$ cat src/rtl/period_pkg.sv
// Constants shared by the period measurement and generation blocks of the PLL model.
package period_pkg;

    localparam int unsigned PERIOD_SCALE            = 1000;
    localparam int unsigned DEFAULT_MIN_PERIOD_1000 = 2000;

endpackage

$ cat src/rtl/period_gen_phase_acc.sv
// Phase accumulator: adds one clk worth of thousandths per edge and toggles the output
// whenever the current half-phase target is reached, carrying the remainder forward.
module phase_acc
    import period_pkg::*;
#(
    parameter int WIDTH = 32
) (
    input  logic             clk,
    input  logic             rst_n,
    input  logic             i_clear,
    input  logic             i_apply,
    input  logic             i_apply_level,
    input  logic             i_run,
    input  logic [WIDTH-1:0] i_h_hi,
    input  logic [WIDTH-1:0] i_h_lo,
    output logic             o_clk_out,
    output logic             o_rise_due
);

    logic [WIDTH:0] r_acc;
    logic           r_clk_out;

    logic [WIDTH:0] w_sum;
    logic [WIDTH:0] w_target;
    logic           w_toggle;

    // acc stays below the largest half-phase, so one extra bit keeps the sum from wrapping
    assign w_sum      = r_acc + (WIDTH+1)'(PERIOD_SCALE);
    assign w_target   = {1'b0, (r_clk_out ? i_h_hi : i_h_lo)};
    assign w_toggle   = (w_sum >= w_target);
    assign o_rise_due = !r_clk_out && w_toggle;
    assign o_clk_out  = r_clk_out;

    always_ff @(posedge clk or negedge rst_n) begin
        if (!rst_n) begin
            r_acc     <= '0;
            r_clk_out <= 1'b0;
        end else if (i_clear) begin
            r_acc     <= '0;
            r_clk_out <= 1'b0;
        end else if (i_apply) begin
            r_acc     <= '0;
            r_clk_out <= i_apply_level;
        end else if (i_run) begin
            if (w_toggle) begin
                r_clk_out <= ~r_clk_out;
                r_acc     <= w_sum - w_target;
            end else begin
                r_acc     <= w_sum;
            end
        end
    end

endmodule

$ cat src/rtl/period_gen.sv
// Fractional clock-period generator: holds pending/active period registers and switches
// periods only at rising-edge boundaries of the generated clock.
module period_gen
    import period_pkg::*;
#(
    parameter int          WIDTH           = 32,
    parameter int unsigned MIN_PERIOD_1000 = period_pkg::DEFAULT_MIN_PERIOD_1000
) (
    input  logic             clk,
    input  logic             RST_N,
    input  logic             PWRDWN,
    input  logic [WIDTH-1:0] period_length_1000,
    input  logic             load,
    output logic             clk_out,
    output logic [WIDTH-1:0] period_active_1000,
    output logic             busy,
    output logic             err
);

    logic [WIDTH-1:0] r_active;
    logic [WIDTH-1:0] r_pending;
    logic             r_busy;
    logic             r_err;

    logic             w_load_ok;
    logic             w_load_bad;
    logic             w_idle;
    logic             w_rise_due;
    logic             w_apply;
    logic             w_clear;
    logic [WIDTH-1:0] w_h_hi;
    logic [WIDTH-1:0] w_h_lo;

    assign w_load_ok  = load && ((period_length_1000 == '0) ||
                                 (period_length_1000 >= WIDTH'(MIN_PERIOD_1000)));
    assign w_load_bad = load && !w_load_ok;
    assign w_idle     = (r_active == '0);
    assign w_h_hi     = r_active >> 1;
    assign w_h_lo     = r_active - w_h_hi;

    // Apply points: any edge while idle, or the edge that would start a new high phase.
    assign w_apply = !PWRDWN && r_busy && (w_idle || w_rise_due);
    assign w_clear = PWRDWN || (w_idle && !r_busy);

    phase_acc #(
        .WIDTH (WIDTH)
    ) u_phase_acc (
        .clk           (clk),
        .rst_n         (RST_N),
        .i_clear       (w_clear),
        .i_apply       (w_apply),
        .i_apply_level (r_pending != '0),
        .i_run         (!w_idle),
        .i_h_hi        (w_h_hi),
        .i_h_lo        (w_h_lo),
        .o_clk_out     (clk_out),
        .o_rise_due    (w_rise_due)
    );

    always_ff @(posedge clk or negedge RST_N) begin
        if (!RST_N) begin
            r_active  <= '0;
            r_pending <= '0;
            r_busy    <= 1'b0;
            r_err     <= 1'b0;
        end else begin
            r_err <= w_load_bad;
            // NOTE: non-blocking assignment lets an apply on the same edge as a load
            // pick up the old pending value while the new one is captured.
            if (w_apply)
                r_active <= r_pending;
            if (w_load_ok)
                r_pending <= period_length_1000;
            if (w_load_ok)
                r_busy <= 1'b1;
            else if (w_apply)
                r_busy <= 1'b0;
        end
    end

    assign period_active_1000 = r_active;
    assign busy               = r_busy;
    assign err                = r_err;

endmodule

$ cat config.mk
export PLATFORM = sky130hd
export DESIGN_NAME = period_gen
export DESIGN_NICKNAME = d
export VERILOG_FILES = /design/src/rtl/period_pkg.sv /design/src/rtl/period_gen_phase_acc.sv /design/src/rtl/period_gen.sv
export SDC_FILE = /design/constraint.sdc
export NUM_CORES = 1
export LEC_CHECK = 0
export ABC_AREA = 1
export CORE_MARGIN = 10
export CORE_UTILIZATION = 65
export DETAILED_ROUTE_END_ITERATION = 6
export GPL_TIMING_DRIVEN = 0
export PLACE_DENSITY = 0.87
export SLEW_MARGIN = 20
export SYNTH_ARGS = -nofsm -noshare
export SYNTH_HDL_FRONTEND = slang
export SYNTH_SLANG_ARGS = --single-unit
$ cat constraint.sdc
create_clock -name clk -period 7.99 [get_ports clk]
set_input_delay 1.1985 -clock clk [delete_from_list [all_inputs] [get_ports clk]]
set_output_delay 1.1985 -clock clk [all_outputs]
set_load 0.03 [all_outputs]
==> qor.yml, run 1 <==
clk_latency_ps: 370
slew_viol_final: 0
firstDrtPassIters: 6
worstSetupPathType: "reg -> reg"
track_usage: 0.2744
outcome: "completed"
cts.sinks: 100
timing.final.ws_setup_ps: 2924
drive_above_1_share: 0.04610
power_mw: 1.349
ctsHoldBuffers: 0
placed_cell_area_sq_um: 10160
ctsHtreeMaxLevel: 3
drt_iter0_drc: 846
cts_resized: 0
grt_pass1_vias: 9101
finalHoldViolations: 0
start_kind: "register"
path_common_cell: "nand2_1"
worst_pin_slew_ps: 653.5
post_drt_wl_per_cell_microns: 16.50
area_growth_syn_to_layout_pct: 13.82
rsz0062_at_grt: "false"
max-cap-violations: 0
cp_data_required_time_ps: 8240
skew_ps: 8.790
vdd_drop_max_mv: 0.1171
numCtsBuffers: 9
die_h_microns: 139.0
row_count: 43
postSynthCellCount: 1388
die_width_microns: 139.0
grt_pass1_wl_mm: 43.59
slew_headroom: 0.5597
antenna_found_initial: 0
critPathMaxFanout: 10
ys_types: 50
ant_nets: 0
p_per_area_nw_per_um2: 128.7
cts_tree: "yes"
final_area_sq_um: 10480
place_hpwl_mm: 22.23
synth-seq-cells: 100
post-cts-setup-buffers: 0
dr_total_vias: 9448
cts-root-buf: "clkbuf_16"
r2r_slack_ps: 2920
period_minus_slack_ps: 5066
boundaryPins: 71
setup_viol: 0
grt_max_degree: 61
num_antenna_cells: 0
preCtsSetupSlack_ps: 3011
via_per_inst: 5.709
end_kind: "register"
grt_overflow_total: 0
leakage_nw: 5.533
ys_seq_area_frac: 0.2717
slowest_stage: "fa_1"
holdWs_ps: 505.4
clock_path_buffers: 2
coreArea_sq_um: 13880
fmax_ghz: 0.1974
synth_area_per_cell_sq_um: 6.635
hp-class: "reg -> reg"
synth_warnings: 0
dieArea_sq_um: 19330
cts.reportedPaths.clkPinSlew_ps: 80
crit_arrival_ps: 5320
start_util: 0.6634
fin_crit_sh: 0.6340
routed_wl_mm: 27.31
syn_area_sq_um: 9209
fin_setup_tns_ps: 0
max_stage_delay_ps: 370
gp_congestion: 1.042
io_buffers: 70
finalNetCount: 1588
syn_nets: 1506
drc: 0
[logic make-up after synthesis]
group / after synthesis / synth area share
mux: 1 / 0.001087
buf+inv: 267 / 0.1179
flops: 100 / 0.2717
xor+xnor: 50 / 0.04755
fa+ha+maj: 82 / 0.1130
simple gates: 618 / 0.2874
compound gates: 270 / 0.1613
[stage by stage]
stage                       util  instances
after global placement    0.7301       1638
after global routing      0.7551       1655
after CTS                 0.7551       1655
final                     0.7551       1655
after detailed placement  0.7322       1639
after floorplan                -       1388
[registers in the layout, indices dropped and copies added (netlist names)]
register and flops:
err 1, r_pending 32, period_active_1000 32, u_phase_acc.o_clk_out 1
busy 1, u_phase_acc.r_acc 33
[worst max-delay path: cells and delay by family (launching register included)]
family          cells  cell delay, ps
compound gates      6            1040
flops               1             340
simple gates       17            1890
fa+ha+maj           3             960
buf+inv             5             700
[cell type report]
class,count,area (sq um)
Clock inverter,6,78.83
Inverter,237,889.6
Buffer,30,196.4
Tap cell,180,225.2
Timing Repair Buffer,71,729.5
Clock buffer,10,239.0
Sequential cell,100,2502
Fill cell,1110,3400
Multi-Input combinational cell,1021,5620
[cell usage in the layout (no fill, tap or decap), types with 3 or more instances in the layout]
cell type,synthesis,routed
nand2_2,5,5
o211ai_1,5,5
nand3_1,72,72
a21oi_1,99,99
nor4_1,14,14
clkdlybuf4s50_1,0,69
xor2_1,30,30
a21boi_0,3,3
ha_1,80,80
o21ai_1,7,7
o21ai_0,115,115
o21ai_2,3,3
nor3_1,19,19
buf_4,5,5
buf_1,4,4
nand3b_1,4,4
clkbuf_1,9,9
or2_2,10,10
a21o_1,6,6
nor2_1,165,165
buf_2,6,6
inv_1,236,236
o21bai_1,9,9
nand4_1,27,27
buf_6,4,5
o21a_1,5,5
nand2_1,289,289
nor2_2,5,5
o22ai_1,6,6
xnor2_1,20,20
clkbuf_16,0,9
dfrtp_1,100,100
[final timing paths]
| kind | from | to | depth (start not counted) |
|---|---|---|---|
| worst max-delay path | period_active_1000[0] | u_phase_acc.r_acc[29] | 31 |
| worst min-delay path | r_pending[17] | r_pending[17] | 2 |
| worst max register to register | period_active_1000[0] | u_phase_acc.r_acc[29] | 31 |
| worst min register to register | r_pending[17] | r_pending[17] | 2 |
| max in group asynchronous | RST_N | r_pending[8] | 2 |
| min in group asynchronous | RST_N | r_pending[29] | 1 |
[cells in the mapped netlist, drive strengths merged]
library cell / count / area [sq um]
nand2: 296 / 1139
inv: 237 / 889.6
nor2: 171 / 661.9
o21ai: 125 / 636.9
a21oi: 100 / 504.2
dfrtp: 100 / 2502
ha: 80 / 1001
nand3: 74 / 380.4
xor2: 30 / 262.8
nand4: 27 / 168.9
buf: 21 / 162.6
xnor2: 20 / 175.2
nor3: 19 / 95.09
nor4: 14 / 87.58
or2: 10 / 62.56
clkbuf: 9 / 33.78
o21bai: 9 / 67.56
o211ai: 7 / 62.56
a21o: 6 / 45.04
o22ai: 6 / 37.54
o21a: 5 / 37.54
a21boi: 4 / 30.03
nand3b: 4 / 30.03
a2111oi: 2 / 17.52
a211oi: 2 / 15.01
fa: 2 / 40.04
a221oi: 1 / 8.760
a31oi: 1 / 6.260
and2: 1 / 6.260
and3: 1 / 6.260
mux2i: 1 / 10.01
o221ai: 1 / 8.760
o31ai: 1 / 7.510
or4: 1 / 8.760
[per-layer routing]
metal | routed length, microns | GRT usage
met4 | 1131 | 0.1280
met1 | 11400 | 0.3365
met2 | 12930 | 0.4619
met3 | 1850 | 0.04281
met5 | 0 | 0
[report_power, final]
part | total, mW | leakage, nW | switching, mW | internal, mW
sequential | 0.552 | 1.22 | 0.0204 | 0.532
clock | 0.482 | 0.157 | 0.223 | 0.259
combinational | 0.315 | 4.15 | 0.199 | 0.116
(Power assumes the default switching activity.)
==> run 2: changes to the inputs <==
--- a/config.mk
+++ b/config.mk
@@ -7,10 +7,10 @@
 export LEC_CHECK = 0
 export ABC_AREA = 1
 export CORE_MARGIN = 10
-export CORE_UTILIZATION = 65
+export CORE_UTILIZATION = 60
 export DETAILED_ROUTE_END_ITERATION = 6
 export GPL_TIMING_DRIVEN = 0
-export PLACE_DENSITY = 0.87
+export PLACE_DENSITY = 0.82
 export SLEW_MARGIN = 20
 export SYNTH_ARGS = -nofsm -noshare
 export SYNTH_HDL_FRONTEND = slang
==> constraint.sdc (replaced) <==
create_clock -name clk -period 5.25 [get_ports clk]
set_input_delay 0.7875 -clock clk [delete_from_list [all_inputs] [get_ports clk]]
set_output_delay 0.7875 -clock clk [all_outputs]
set_load 0.03 [all_outputs]
==> run 2 against run 1 <==
Effect of this change:
- clock power up 37%
- core utilization fell by 5.9 points
- clock skew grew 3.1 ps
- register-to-register slack got worse by 2600 ps
- flip-flop and latch count unchanged
- power rose by 45%
- sequential share of layout area shrank 0.14 points
- wire length decreased by 1.5%
- global-route usage is 1.1 points lower
- fmax rose by 2.9%
- critical path depth down 2
- via count decreased by 1.8%
- highest routed layer unchanged
==> qor.yml, run 2 (synthesis gave the netlist of run 1 again) <==
ff2ff_path_depth: 29
power.share.sequential: 0.428
grt_busiest_layer: "met2"
firstDrtPassIters: 5
ctsHtreeMaxLevel: 3
via_per_inst: 5.567
num_antenna_cells: 0
grt_max_degree: 67
use_met3: 0.04356
dr_total_vias: 9280
drt_iter0_drc: 641
finalNetCount: 1593
max-cap-violations: 0
cts_tree: "yes"
ctsHoldBuffers: 0
layout_common_cells: "nand2_1, inv_1, nor2_1"
pwr-share-comb: 0.235
worstSetupPathType: "reg -> reg"
place_hpwl_mm: 22.09
leakage_nw: 5.532
vdd_drop_max_mv: 0.1489
cts.reportedPaths.clkPinSlew_ps: 80
antenna_found_initial: 0
hp-class: "in -> async"
finalHoldViolations: 0
end_kind: "register"
r2r_slack_ps: 330
grt_use_met2: 0.4473
io_buffers: 70
grt_overflow_total: 0
outcome: "completed"
track_usage: 0.2638
p_per_area_nw_per_um2: 186.0
boundaryPins: 71
clk_latency_ps: 360
max_stage_delay_ps: 390
cts.sinks: 100
largest_reg_flops: 33
fmax_ghz: 0.2032
rr_endpoint: "period_active_1000[31]"
die_h_microns: 143.9
gp_congestion: 1.003
row_count: 45
drive_above_1_share: 0.05341
slowest_stage: "fa_1"
timing.final.ws_setup_ps: 328.0
coreArea_sq_um: 15150
clockPowerShare: 0.338
die_width_microns: 143.9
start_kind: "register"
start_util: 0.6080
critPathMaxFanout: 10
post_drt_wl_per_cell_microns: 16.14
slew_viol_final: 0
internal_power_mw: 1.315
cp_data_required_time_ps: 5490
placed_cell_area_sq_um: 10170
regToRegStartpoint: "period_active_1000[0]"
dieArea_sq_um: 20700
drc: 0
slew_headroom: 0.5845
grtUsageMet1: 0.3241
period_minus_slack_ps: 4922
fin_setup_tns_ps: 0
crit_arrival_ps: 5170
top_register: "u_phase_acc.r_acc"
cts-root-buf: "clkbuf_16"
grt_pass1_vias: 8932
clock_path_buffers: 2
swShare: 0.3296
grt_pass1_wl_mm: 43.47
area_growth_syn_to_layout_pct: 14.50
numCtsBuffers: 9
preCtsSetupSlack_ps: 61.35
ant_nets: 0
routed_wl_mm: 26.90
stdcell_count: 1667
skew_ps: 11.89
dpl.cell_count: 1647
final_core_util: 0.6962
power.net_switching_mw: 0.6464
fin_crit_sh: 0.9375
mostFrequentLayoutCell: "nand2_1"
final_area_sq_um: 10540
setup_viol: 0
worst_pin_slew_ps: 607.5
[run 2: cell count changes in the layout (fill, tap and decap cells not counted), moves of 2 or more]
cell    change
nor2_1      -2
ha_4        +2
buf_4       +4
ha_1        -2
nor2_2      +2
[run 2: cell type report]
class / count / area, sq um
tap: 188 / 235.2
fill: 1386 / 4602
inverter: 237 / 889.6
clock buffer: 9 / 225.2
clock inverter: 6 / 56.30
buffer: 30 / 202.7
timing repair buffer: 76 / 767.0
multi-input combinational: 1021 / 5665
sequential: 100 / 2502
[run 2: worst max path at each step]
stage / from / endpoint / slack (ps) / cells past startpoint
floorplan: period_active_1000[0] / period_active_1000[4] / 860 / 32
global placement: RST_N / u_phase_acc.r_acc[3] / -210 / 1
detailed placement: period_active_1000[0] / period_active_1000[31] / 60 / 32
CTS: period_active_1000[0] / period_active_1000[24] / 30 / 32
global route: period_active_1000[0] / period_active_1000[24] / -8 / 32
finish: period_active_1000[0] / period_active_1000[31] / 330 / 29
[run 2: worst max-delay path, delay by kind of cell, from the launching register on]
family	cells	cell delay, ps
AOI/OAI and AO/OA	4	690
buffers and inverters	7	800
DFF	1	350
and+or+nand+nor	14	1900
adders and majority gates	3	1000
xor gates and xnor gates	1	40
[run 2: power groups by stage]
stage / sequential (mW) / clock [mW] / combinational (mW)
after floorplan: 0.848 / 0 / 0.329
after global placement: 0.853 / 0 / 0.443
after detailed placement: 0.854 / 0 / 0.452
after CTS: 0.839 / 0.662 / 0.456
after global routing: 0.844 / 0.695 / 0.528
final: 0.839 / 0.662 / 0.460
[run 2: per-stage QoR]
step	power, mW	hold WS, ps
floorplan	1.176	453.0
global placement	1.296	466.7
detailed placement	1.306	474.4
CTS	1.956	316.9
global route	2.066	326.9
finish	1.961	305.3
[run 2: layer usage]
layer  vias to the layer above  share of wire
li1                       4687              -
met1                      4229           0.43
met2                       310           0.47
met4                         0          0.035
met3                        54          0.058
met5                         -              0
[run 2: what timing repair did]
action	CTS	global route
gates resized for setup	0	11
setup endpoints to repair	0	67
buffers inserted	0	5
